==> src/rtl/ofs_plat_ccip_c0tx_req_buf_pkg.sv <==
// Shared definitions for the buffered CCI-P channel 0 read-request stage:
// header layout, default sizes and the occupancy counter type.
package ofs_plat_ccip_c0tx_req_buf_pkg;

    // Channel 0 memory read-request header, MSB first as it appears on sTx.c0.hdr.
    typedef struct packed {
        logic [1:0]  vc_sel;
        logic [1:0]  rsvd1;
        logic [1:0]  cl_len;
        logic [3:0]  req_type;
        logic [5:0]  rsvd0;
        logic [41:0] address;
        logic [15:0] mdata;
    } t_c0tx_req_hdr;

    localparam int C0TX_HDR_WIDTH = $bits(t_c0tx_req_hdr);
    localparam int C0TX_BUF_DEPTH = 8;

    // Counter width that can represent every value 0..depth inclusive.
    function automatic int c0tx_cnt_width(input int depth);
        return $clog2(depth) + 1;
    endfunction

    typedef logic [c0tx_cnt_width(C0TX_BUF_DEPTH)-1:0] t_c0tx_buf_cnt;

endpackage

==> src/rtl/ofs_plat_prim_fifo_lutram.sv <==
// DEPTH x WIDTH storage with registered pointers and a combinational read at
// the read pointer. Flow control (full/empty) is the caller's responsibility.
module ofs_plat_prim_fifo_lutram #(
    parameter int DEPTH = 8,
    parameter int WIDTH = 74
) (
    input  logic             clk,
    input  logic             reset,
    input  logic             i_wr_en,
    input  logic [WIDTH-1:0] i_wr_data,
    input  logic             i_rd_en,
    output logic [WIDTH-1:0] o_rd_data
);
    localparam int PTR_W = $clog2(DEPTH);

    logic [WIDTH-1:0] r_mem [DEPTH];
    logic [PTR_W-1:0] r_wr_ptr;
    logic [PTR_W-1:0] r_rd_ptr;

    // Storage array; left unreset so it maps onto distributed RAM.
    always_ff @(posedge clk) begin
        if (i_wr_en) begin
            r_mem[r_wr_ptr] <= i_wr_data;
        end
    end

    // Pointers wrap naturally because DEPTH is a power of two.
    always_ff @(posedge clk or posedge reset) begin
        if (reset) begin
            r_wr_ptr <= {PTR_W{1'b0}};
            r_rd_ptr <= {PTR_W{1'b0}};
        end else begin
            if (i_wr_en) begin
                r_wr_ptr <= r_wr_ptr + PTR_W'(1);
            end
            if (i_rd_en) begin
                r_rd_ptr <= r_rd_ptr + PTR_W'(1);
            end
        end
    end

    assign o_rd_data = r_mem[r_rd_ptr];

endmodule

==> src/rtl/ofs_plat_ccip_c0tx_req_buf.sv <==
// Buffered CCI-P c0 Tx read-request stage: AFU valid/ready push side, FIFO,
// and registered issue toward the FIU that stops while c0TxAlmFull is high.
module ofs_plat_ccip_c0tx_req_buf
    import ofs_plat_ccip_c0tx_req_buf_pkg::*;
#(
    parameter int DEPTH     = C0TX_BUF_DEPTH,
    parameter int HDR_WIDTH = C0TX_HDR_WIDTH,
    parameter int CNT_WIDTH = 16
) (
    input  logic                   clk,
    input  logic                   reset,
    input  logic                   afu_req_valid,
    input  logic [HDR_WIDTH-1:0]   afu_req_hdr,
    output logic                   afu_req_ready,
    output logic                   fiu_c0Tx_valid,
    output logic [HDR_WIDTH-1:0]   fiu_c0Tx_hdr,
    input  logic                   fiu_c0TxAlmFull,
    output logic [$clog2(DEPTH):0] occupancy,
    output logic [CNT_WIDTH-1:0]   issued_cnt
);
    localparam int OCC_W = c0tx_cnt_width(DEPTH);

    logic [OCC_W-1:0]     r_occ;
    logic                 r_valid;
    logic [HDR_WIDTH-1:0] r_hdr;
    logic [CNT_WIDTH-1:0] r_issued_cnt;

    logic                 w_ready;
    logic                 w_push;
    logic                 w_issue_go;
    logic [HDR_WIDTH-1:0] w_rd_data;

    // Full blocks pushes even when a pop happens the same cycle (no bypass).
    assign w_ready    = (r_occ != OCC_W'(DEPTH));
    assign w_push     = afu_req_valid && w_ready;
    assign w_issue_go = (r_occ != {OCC_W{1'b0}}) && !fiu_c0TxAlmFull;

    ofs_plat_prim_fifo_lutram #(
        .DEPTH (DEPTH),
        .WIDTH (HDR_WIDTH)
    ) u_fifo (
        .clk       (clk),
        .reset     (reset),
        .i_wr_en   (w_push),
        .i_wr_data (afu_req_hdr),
        .i_rd_en   (w_issue_go),
        .o_rd_data (w_rd_data)
    );

    // Entry count: simultaneous push and pop cancel out.
    always_ff @(posedge clk or posedge reset) begin
        if (reset) begin
            r_occ <= {OCC_W{1'b0}};
        end else begin
            case ({w_push, w_issue_go})
                2'b10:   r_occ <= r_occ + OCC_W'(1);
                2'b01:   r_occ <= r_occ - OCC_W'(1);
                default: r_occ <= r_occ;
            endcase
        end
    end

    // FIU-facing registers: valid is a one-cycle pulse, header holds between issues.
    always_ff @(posedge clk or posedge reset) begin
        if (reset) begin
            r_valid <= 1'b0;
            r_hdr   <= {HDR_WIDTH{1'b0}};
        end else begin
            r_valid <= w_issue_go;
            if (w_issue_go) begin
                r_hdr <= w_rd_data;
            end
        end
    end

    // Issued-request counter, wraps at its width.
    always_ff @(posedge clk or posedge reset) begin
        if (reset) begin
            r_issued_cnt <= {CNT_WIDTH{1'b0}};
        end else if (w_issue_go) begin
            r_issued_cnt <= r_issued_cnt + CNT_WIDTH'(1);
        end
    end

    assign afu_req_ready  = w_ready;
    assign fiu_c0Tx_valid = r_valid;
    assign fiu_c0Tx_hdr   = r_hdr;
    assign occupancy      = r_occ;
    assign issued_cnt     = r_issued_cnt;

endmodule

==> config.mk <==
export PLATFORM = sky130hd
export DESIGN_NAME = ofs_plat_ccip_c0tx_req_buf
export DESIGN_NICKNAME = d
export VERILOG_FILES = /design/src/rtl/ofs_plat_ccip_c0tx_req_buf_pkg.sv /design/src/rtl/ofs_plat_prim_fifo_lutram.sv /design/src/rtl/ofs_plat_ccip_c0tx_req_buf.sv
export SDC_FILE = /design/constraint.sdc
export NUM_CORES = 1
export LEC_CHECK = 0
export ABC_AREA = 1
export BUFFER_PORTS_ARGS = -buffer_cell sky130_fd_sc_hd__buf_2
export CAP_MARGIN = 40
export CORE_ASPECT_RATIO = 1.1
export CORE_MARGIN = 5
export CORE_UTILIZATION = 35
export DETAILED_ROUTE_END_ITERATION = 10
export PLACE_DENSITY = 0.62
export SYNTH_ARGS = -nofsm -noshare
export SYNTH_HDL_FRONTEND = slang
export SYNTH_HIERARCHICAL = 1
export SYNTH_SLANG_ARGS = --single-unit
==> constraint.sdc <==
create_clock -name clk -period 7.86 [get_ports clk]
set_input_delay 0.786 -clock clk [delete_from_list [all_inputs] [get_ports clk]]
set_output_delay 0.786 -clock clk [all_outputs]
set_load 0.01 [all_outputs]
==> flow_summary.toml, run 1 <==
[worst_setup_path]
critical_path_class = "flip-flop to flip-flop"
crit_path_frequent_cell = "sky130_fd_sc_hd__nand2_1"
required_ns = 8.35
timing.critical_path.fanout_max = 83
crit_family = "buffers and inverters"
critPathBufInv = 3
critical-path-max-stage-delay_ns = 0.76
crit_path_top_delay_cell = "sky130_fd_sc_hd__dfrtp_4"
critical_path.endpoint_type = "flip-flop"
worst-endpoint-arrival_ns = 3.67
critical_path.cell_chain = "inv_8 > buf_16 > buf_4 > nand2_1 > nand3_1 > nand2_1 > nand2_1 > nand2_1 > nand2_1 > nand2_1"
critPathLaunchType = "flip-flop"

[synth]
edff_count_synth = 592
synthesis.instances = 3056
postSynth.topFlopCell = "sky130_fd_sc_hd__edfxtp_1"
yosysWarnings = 6
syn_area_mm2 = 0.0301
synth-seq-area-share_pct = 67.5
synth-async-reset-ratio_pct = 14.6
synth_cell_types = 27
synth_area_per_cell_um2 = 9.84
synth_fp_nets = 3141
ys_seq_elements = 693

[cells_and_area]
mostFrequentLayoutCell = "sky130_fd_sc_hd__nand2_1"
layout.cells.most_common_list = "sky130_fd_sc_hd__nand2_1 (1,240), sky130_fd_sc_hd__inv_1 (621), sky130_fd_sc_hd__edfxtp_1 (592)"
layout.filler_cells = 8131
area_growth_syn_to_layout_pct = 15.1
fin_nets = 3296
multiInputGateArea_mm2 = 0.00669
layout.area.seq_mm2 = 0.0203
post_route_cells_drive_above_1_share_pct = 10.4

[sta]
timing.max_slew.rel_slack_pct = 42.0
transition_time_of_the_tightest_slew_check_pin_ns = 0.870
finalWorstPathRequiredPeriod_ns = 3.18
finalClockSkew_ns = 0.0184
fmax_mhz = 314
rsz_0062_raised_after_global_routing = "false"
setup_tns_ns = 0
worst_hold_slack_ns = 0.117
setup_viol_count_final = 0
final_min_period_over_clock_period_pct = 40.5
final_count_of_pins_violating_max_slew = 0
finalHoldViolCount = 0

[clocking]
tritoncts.num_buffers = 73
cts.htree.levels = 3
clock_tree.root_cell = "sky130_fd_sc_hd__clkbuf_16"
max-clock-path-buffers = 3
clkSlewWorstSetupHoldPaths_ns = 0.06
cts.repair.resized = 0
post-cts-setup-buffer-count = 0
cts_hold_buffers = 0
tritoncts_num_sinks = 693
clock_latency_on_the_worst_skew_pair_ns = 0.62
cts_tree = "built"

[global_routing]
grt_max_degree = 84
grt-ovfl-total = 0
grt_first_pass_wirelength_mm = 111
antenna_found_initial = 19
via_count_of_the_first_global_routing_pass = 19343
gr-usage-all-layers_pct = 15.4

[floorplan]
io-pin-count = 174
initial_core_utilization_pct = 35.4
overall_die_width_um = 289
fp.dieArea_mm2 = 0.0919
core.rowCount = 112
core_footprint_mm2 = 0.0851
fp.dieH_um = 317

[job]
max-cap-violations = 0

[route]
post-route-drc-count = 0
drtPass1Iterations = 5
detail_route.iter0.violations = 1142
route.detailed.wl_per_inst_um = 16.0
final_antenna_net_count = 0
routed_wirelength_mm = 70.5
viasPerCell = 4.40
routed-via-count = 19423

[pwr]
power_density_mw_per_mm2 = 360
ir_drop_uv = 208
power.leakage_uw = 0.0162

[place]
number_of_port_buffers = 173
dp.final_hpwl_mm = 41.0
place_congestion = 0.746

[min_path]
hold_class = "primary input to asynchronous set/reset pin"

[status]
status = "complete, no violations"
==> flip-flops by register name (all words and copies together) (netlist names) <==
| register | count |
|---|---|
| fiu_c0Tx_hdr | 74 |
| u_fifo/r_mem | 592 |
| occupancy | 4 |
| issued_cnt | 16 |
| u_fifo/r_wr_ptr | 3 |
| fiu_c0Tx_valid | 1 |
| u_fifo/r_rd_ptr | 3 |
==> worst register-to-register path: cells and delay by family, from the launching register on <==
family	cells	cell delay [ns]
and+or+nand+nor	7	0.69
buffers and inverters	3	1.61
DFF	1	0.76
==> path summary, 6_finish.rpt <==
kind | start | slack (ns) | cells after the start | to
worst min register to register | fiu_c0Tx_hdr[70] | 0.47 | 2 | fiu_c0Tx_hdr[70]
max in group asynchronous | reset | 6.28 | 3 | fiu_c0Tx_hdr[57]
worst max-delay path | u_fifo/r_rd_ptr[0] | 4.68 | 10 | fiu_c0Tx_hdr[16]
min in group clk | afu_req_hdr[53] | 0.43 | 1 | u_fifo/r_mem[2][53]
worst max register to register | u_fifo/r_rd_ptr[0] | 4.68 | 10 | fiu_c0Tx_hdr[16]
worst min-delay path | reset | 0.12 | 2 | u_fifo/r_rd_ptr[0]
==> metal layers <==
metal | global-route usage [%] | wire length (µm) | up-vias
li1 | - | - | 9758
met5 | 0 | 82 | -
met2 | 26.0 | 34300 | 382
met4 | 5.03 | 1720 | 12
met3 | 3.26 | 4240 | 127
met1 | 19.6 | 30200 | 9144
==> where the power goes <==
group	switching [µW]	internal, µW
Sequential	365	4710
Clock	1420	1930
Combinational	2780	1250
==> Yosys cell counts (2+ instances only) <==
master,number,share of area (%)
sky130_fd_sc_hd__xor2_1,15,0.44
sky130_fd_sc_hd__buf_1,5,0.062
sky130_fd_sc_hd__nand4_1,7,0.15
sky130_fd_sc_hd__dfrtp_1,101,8.4
sky130_fd_sc_hd__buf_4,22,0.55
sky130_fd_sc_hd__ha_1,6,0.25
sky130_fd_sc_hd__nor2_4,3,0.11
sky130_fd_sc_hd__buf_2,69,1.1
sky130_fd_sc_hd__nand2_1,1240,15
sky130_fd_sc_hd__buf_6,14,0.52
sky130_fd_sc_hd__inv_1,623,7.8
sky130_fd_sc_hd__xnor2_1,2,0.058
sky130_fd_sc_hd__nor2_1,19,0.24
sky130_fd_sc_hd__clkbuf_1,19,0.24
sky130_fd_sc_hd__inv_2,2,0.025
sky130_fd_sc_hd__o21ai_0,4,0.067
sky130_fd_sc_hd__edfxtp_1,592,59
sky130_fd_sc_hd__nand3_1,304,5.1
==> stage by stage <==
step	instance area (µm²)	util (%)	instances	power, µW	worst slack (ns)
floorplan	30100	-	3056	7890	3.14
global placement	31800	37.4	4259	9060	4.35
detailed placement	32300	37.9	4276	9260	4.63
CTS	34600	40.7	4409	12700	4.61
global route	34600	40.7	4410	13300	4.45
finish	34600	40.7	4416	12500	4.68
==> layout make-up <==
class,count,share of cell area (%)
antenna,7,0.0506
inverter,626,6.84
sequential,693,58.7
multi-input combinational,1606,19.3
clock buffer,101,5.78
timing repair buffer,211,4.24
clock inverter,32,0.944
tap,1140,4.12
==> kinds of logic (layout without fill, tap and decap cells) <==
logic type,after synthesis,in the layout,share of synthesized area [%]
compound gates,4,4,0.0666
xor+xnor,17,17,0.495
fa+ha+maj,7,7,0.316
buf+inv,757,970,10.5
flops,693,693,67.5
other cells,0,7,0
simple gates,1578,1578,21.1
No activity file was read; power rests on OpenSTA's default activity.
==> inputs of run 2 (changes only) <==
ABC_AREA = 0   (was 1)
PLACE_DENSITY = 0.64   (was 0.62)
clock period = 2.9 ns   (was 7.86 ns; I/O delays follow)
==> run 2 against run 1 <==
Setup slack worse by 4.2 ns; cell count fell by 44%; sequential power rose to 2.7 times the previous value; clock skew rose by 0.014 ns; power increased to 2.6 times the previous value; flip-flop and latch count unchanged; routed wire length is 22% lower; largest cell class unchanged; area after synthesis is 13% lower; sequential share of layout area up 4.7 points.
==> flow_summary.toml, run 2 <==
[synth]
synth_commonest_cells = "sky130_fd_sc_hd__edfxtp_1 (592), sky130_fd_sc_hd__mux2_2 (151), sky130_fd_sc_hd__mux4_2 (148)"
ys_seq_elements = 693
yosys.area.top_type_share_pct = 67.6
synth_area_per_cell_um2 = 23.2
synth_area_leaders = "sky130_fd_sc_hd__edfxtp_1 (68%), sky130_fd_sc_hd__mux4_2 (13%), sky130_fd_sc_hd__dfrtp_1 (9.6%), sky130_fd_sc_hd__mux2_2 (6.5%), sky130_fd_sc_hd__buf_6 (0.60%)"
synth-async-reset-ratio_pct = 14.6
synth_top_cell_by_area = "sky130_fd_sc_hd__edfxtp_1"
synth-seq-area-share_pct = 77.2
postSynth.topFlopCell = "sky130_fd_sc_hd__edfxtp_1"
edff_count_synth = 592
yosysWarnings = 6
synthesis.instances = 1135
syn_area_mm2 = 0.0263
synth_fp_nets = 1220
post-synth-top-count-cell = "sky130_fd_sc_hd__edfxtp_1"
synth_cell_types = 33

[route]
post-route-drc-count = 0
detail_route.iter0.violations = 819
route.detailed.wl_per_inst_um = 22.2
drtPass1Iterations = 4
routed-via-count = 12154
routed_wirelength_mm = 54.8
viasPerCell = 4.94
final_antenna_net_count = 0

[cells_and_area]
layout.area.seq_mm2 = 0.0203
fin_nets = 1524
area_growth_syn_to_layout_pct = 21.8
registers.top_by_ff_count = "u_fifo/r_mem"
finish.instance_area_mm2 = 0.0320
layout.filler_cells = 6354
largest_register_ff_count = 592
post_route_cells_drive_above_1_share_pct = 42.9
mostFrequentLayoutCell = "sky130_fd_sc_hd__edfxtp_1"
multiInputGateArea_mm2 = 0.00572
layout.cells.most_common_list = "sky130_fd_sc_hd__edfxtp_1 (592), sky130_fd_sc_hd__buf_2 (173), sky130_fd_sc_hd__mux2_2 (151)"

[global_routing]
grt_max_degree = 83
grt-ovfl-total = 0
via_count_of_the_first_global_routing_pass = 13348
antenna_found_initial = 7
gr-usage-all-layers_pct = 13.7
grt_first_pass_wirelength_mm = 83.9

[place]
place_area_mm2 = 0.0287
dp.final_hpwl_mm = 30.3
number_of_port_buffers = 173
place_congestion = 0.698

[sta]
fmax_mhz = 416
setup_tns_ns = 0
worst_hold_slack_ns = 0.0757
setup_viol_count_final = 0
finalClockSkew_ns = 0.0319
final_count_of_pins_violating_max_slew = 0
final_min_period_over_clock_period_pct = 82.9
rsz_0062_raised_after_global_routing = "false"
finalHoldViolCount = 0
transition_time_of_the_tightest_slew_check_pin_ns = 0.747
finalWorstPathRequiredPeriod_ns = 2.41
timing.max_slew.rel_slack_pct = 49.8

[floorplan]
io-pin-count = 174
overall_die_width_um = 271
fp.dieArea_mm2 = 0.0807
core_footprint_mm2 = 0.0745
initial_core_utilization_pct = 35.3
core.rowCount = 105
fp.dieH_um = 297

[clocking]
tritoncts.num_buffers = 72
clkSlewWorstSetupHoldPaths_ns = 0.06
clock_latency_on_the_worst_skew_pair_ns = 0.62
max-clock-path-buffers = 3
tritoncts_num_sinks = 693
cts.htree.levels = 3
cts_tree = "built"
clock_tree.root_cell = "sky130_fd_sc_hd__clkbuf_16"

[worst_setup_path]
timing.critical_path.fanout_max = 8
critical_path.endpoint_type = "flip-flop"
worst-endpoint-arrival_ns = 2.87
critPathLaunchType = "flip-flop"
critical_path_class = "flip-flop to flip-flop"
required_ns = 3.37

[pwr]
power_density_mw_per_mm2 = 1010
pwr-share-comb_pct = 27.5
power.share.switching_pct = 27.7
clock_power_share_pct = 30.0
ir_drop_uv = 516
power_uw = 32400
power_report.internal_total_uw = 23400
power.leakage_uw = 0.0108
power.sequential.fraction_pct = 42.5
netSwitchingPower_uw = 8970

[status]
status = "complete, no violations"

[min_path]
hold_class = "primary input to flip-flop"

[job]
max-cap-violations = 0
-- run 2: logic make-up after synthesis --
kind of cell	count (synthesis)	synth area share, %
compound gates	5	0.109
simple gates	50	1.06
xor+xnor	21	0.700
flops	693	77.2
mux	300	19.2
buf+inv	59	1.35
fa+ha+maj	7	0.362
-- run 2: per-stage QoR --
stage	util, %	instances	worst slack, ns
2_1_floorplan	-	1135	-0.408
3_3_place_gp	38.5	2252	0.586
3_5_place_dp	38.6	2253	0.510
4_1_cts	43.0	2461	0.496
5_1_grt	43.0	2461	0.338
6_report	43.0	2462	0.495
-- run 2: area by class of cell --
cell class                      instances  share of cell area (%)
Antenna cell                            1                 0.00781
Clock buffer                           92                    6.15
Clock inverter                         41                    1.81
Inverter                                8                   0.102
Multi-Input combinational cell        383                    17.9
Sequential cell                       693                    63.4
Tap cell                              963                    3.76
Timing Repair Buffer                  281                    6.85
-- run 2: path summary, 6_finish.rpt --
check,end,from,slack [ns],depth (start not counted)
max,occupancy[3],occupancy[0],0.49,7
min reg2reg,issued_cnt[15],issued_cnt[15],0.47,1
max reg2reg,occupancy[3],occupancy[0],0.49,7
min,issued_cnt[6],fiu_c0TxAlmFull,0.08,3
min in group asynchronous,u_fifo/r_wr_ptr[1],reset,0.23,3
max in group asynchronous,fiu_c0Tx_hdr[33],reset,1.84,4
-- run 2: power groups by stage --
stage | combinational (µW) | clock (µW) | sequential (µW)
final | 8910 | 9730 | 13800
after global routing | 9620 | 10500 | 14000
after CTS | 9180 | 10000 | 13800
after detailed placement | 9050 | 0 | 14000
after global placement | 8920 | 0 | 13900
after floorplan | 6020 | 0 | 14000
-- run 2: what timing repair did --
| item | 4_1_cts | 5_1_grt |
|---|---|---|
| hold buffers | 75 | 0 |
| gates resized for setup | 0 | 0 |
| buffers inserted | 0 | 0 |
| setup endpoints to repair | 0 | 0 |
| hold endpoints to repair | 693 | 0 |
-- run 2: critical path, stage by stage (launching register included) --
cell and delay, ns:
sky130_fd_sc_hd__dfrtp_2 0.46, sky130_fd_sc_hd__nor4_4 0.45, sky130_fd_sc_hd__nor2_4 0.07, sky130_fd_sc_hd__ha_1 0.29, sky130_fd_sc_hd__ha_1 0.31, sky130_fd_sc_hd__a21oi_1 0.21
sky130_fd_sc_hd__o21ai_0 0.13, sky130_fd_sc_hd__o311ai_0 0.35
-- run 2: per-layer routing --
metal / share of wire (%) / global-route usage (%) / vias to the layer above
li1: - / - / 5305
met1: 42 / 17.9 / 6513
met2: 51 / 23.3 / 253
met3: 4.3 / 2.69 / 75
met4: 2.0 / 4.21 / 8
met5: 0.10 / 0 / -
==> inputs of run 3 (changes only) <==
PLACE_DENSITY = 0.62   (was 0.64)
clock period = 2.43 ns   (was 2.9 ns; I/O delays follow)
==> run 3 against run 2 <==
Maximum frequency rose by 4.4%; flip-flop and latch count is the same; non-clock buffer count rose by 16; largest cell class unchanged; combinational power increased by 23%; setup slack worse by 0.37 ns; worst hold slack gained 0.084 ns; global-route usage increased by 0.47 points; sequential share of layout area is essentially flat; clock power is 15% higher; cell count rose by 0.65%; power grew 19%; routed wire length grew 3.9%.
==> flow_summary.toml, run 3 (synthesis gave the netlist of run 2 again) <==
[route]
routed-via-count = 12373
final_antenna_net_count = 0
route.detailed.wl_per_inst_um = 23.0
post-route-drc-count = 0
drtPass1Iterations = 4
routed_wirelength_mm = 56.9
viasPerCell = 4.99
detail_route.iter0.violations = 780

[cells_and_area]
area_growth_syn_to_layout_pct = 21.9
layout.cells.most_common_list = "sky130_fd_sc_hd__edfxtp_1 (592), sky130_fd_sc_hd__buf_2 (173), sky130_fd_sc_hd__mux2_2 (151)"
post_route_insts_no_fill = 2478
largest_register_ff_count = 592
layout.filler_cells = 6328
mostFrequentLayoutCell = "sky130_fd_sc_hd__edfxtp_1"
fin_nets = 1542
registers.top_by_ff_count = "u_fifo/r_mem"
post_route_cells_drive_above_1_share_pct = 43.6

[floorplan]
overall_die_width_um = 271
initial_core_utilization_pct = 35.3
fp.dieH_um = 297
fp.dieArea_mm2 = 0.0807
io-pin-count = 174
core.rowCount = 105
core_footprint_mm2 = 0.0745

[pwr]
power_report.internal_total_uw = 27700
pwr-share-comb_pct = 28.6
ir_drop_uv = 671
power.share.switching_pct = 28.1
power_uw = 38500
power.sequential.fraction_pct = 42.3
power.leakage_uw = 0.0109
clock_power_share_pct = 29.1
power_density_mw_per_mm2 = 1200
netSwitchingPower_uw = 10800

[place]
number_of_port_buffers = 173
dp.final_hpwl_mm = 30.8
place_congestion = 0.722
placedCellCount = 2268

[sta]
rsz_0062_raised_after_global_routing = "false"
final_count_of_pins_violating_max_slew = 0
timing.max_slew.rel_slack_pct = 57.2
finalClockSkew_ns = 0.0206
finalWorstPathRequiredPeriod_ns = 2.30
finalHoldViolCount = 0
fmax_mhz = 434
setup_viol_count_final = 0
final_min_period_over_clock_period_pct = 94.8
transition_time_of_the_tightest_slew_check_pin_ns = 0.642
worst_hold_slack_ns = 0.160

[worst_setup_path]
timing.critical_path.fanout_max = 4
required_ns = 2.86
critical_path_class = "flip-flop to flip-flop"
critical_path.endpoint_type = "flip-flop"
worst-endpoint-arrival_ns = 2.73
critPathLaunchType = "flip-flop"

[min_path]
hold_class = "primary input to asynchronous set/reset pin"

[global_routing]
via_count_of_the_first_global_routing_pass = 13641
antenna_found_initial = 2
grt-ovfl-total = 0
gr-usage-all-layers_pct = 14.2
grt_max_degree = 58
grt_first_pass_wirelength_mm = 87.0

[clocking]
tritoncts.num_buffers = 74
tritoncts_num_sinks = 693
clkSlewWorstSetupHoldPaths_ns = 0.06
max-clock-path-buffers = 3
clock_tree.root_cell = "sky130_fd_sc_hd__clkbuf_16"
cts.htree.levels = 3
clock_latency_on_the_worst_skew_pair_ns = 0.60
cts_tree = "built"

[job]
max-cap-violations = 0

[status]
status = "complete, no violations"
## run 3: cell types whose count changed in the layout (fill, tap and decap cells not counted), sizes merged
cell	delta
clkdlybuf4s15	-1
clkinvlp	+4
bufinv	-6
buf	+16
clkbuf	+5
dlygate4sd3	+1
inv	+4
clkinv	-7
## run 3: layout make-up
cell class | instances | area [µm²] | share of cell area (%)
diodes | 1 | 2.50 | 0.00781
clock buffers | 97 | 2070 | 6.47
clock inverters | 36 | 363 | 1.13
inverters | 8 | 33.8 | 0.105
multi-input cells | 383 | 5730 | 17.9
flip-flops and latches | 693 | 20300 | 63.4
well taps | 963 | 1200 | 3.76
repair buffers | 297 | 2320 | 7.23
## run 3: what timing repair did
| item | in CTS | in global routing |
|---|---|---|
| resized for setup | 1 | 1 |
| endpoints found under the hold margin | 672 | 0 |
| endpoints found under the setup margin | 42 | 1 |
| setup buffers | 0 | 0 |
| hold buffers | 76 | 0 |
## run 3: worst paths after layout
path | startpoint | to | slack [ns] | cells after the start
min in group clk | afu_req_valid | u_fifo/r_wr_ptr[0] | 0.25 | 5
worst min-delay path | reset | fiu_c0Tx_valid | 0.16 | 3
max in group asynchronous | reset | fiu_c0Tx_hdr[25] | 1.61 | 5
worst max register to register | occupancy[0] | occupancy[3] | 0.13 | 8
worst min register to register | issued_cnt[15] | issued_cnt[15] | 0.48 | 1
worst max-delay path | occupancy[0] | occupancy[3] | 0.13 | 8
## run 3: power by group through the flow
stage               clock network (µW)  registers (µW)  logic [µW]
floorplan                            0           16600        7220
global placement                     0           16400       11000
detailed placement                   0           16600       11200
CTS                              11600           16300       11400
global route                     12100           16500       12000
finish                           11200           16300       11000
## run 3: metrics by stage
stage,setup slack [ns],utilization (%),setup TNS (ns),instance area [µm²]
2_1_floorplan,-0.775,-,-128.99,26400
3_3_place_gp,-0.0208,38.7,-0.503,28800
3_5_place_dp,-0.0686,38.7,-2.04,28800
4_1_cts,0.133,43.0,0,32000
5_1_grt,0.0479,43.0,0,32000
6_report,0.127,43.0,0,32000
## run 3: per-layer routing
metal  up-vias  part of all wire [%]  global-route usage (%)  wire [µm]
met5         -                 0.023                       0         13
met4         2                   2.1                    4.19       1180
met3        88                   3.8                    2.42       2160
met2       254                    52                    24.8      29800
met1      6685                    42                    18.2      23700
li1       5344                     -                       -          -
## run 3: worst max-delay path, stage by stage (launching register included)
cell	delay [ns]
sky130_fd_sc_hd__dfrtp_2	0.43
sky130_fd_sc_hd__nor4_4	0.36
sky130_fd_sc_hd__nor2_4	0.06
sky130_fd_sc_hd__ha_1	0.24
sky130_fd_sc_hd__ha_1	0.34
sky130_fd_sc_hd__inv_1	0.07
sky130_fd_sc_hd__nor4_1	0.35
sky130_fd_sc_hd__nand4b_1	0.16
sky130_fd_sc_hd__o311ai_0	0.15
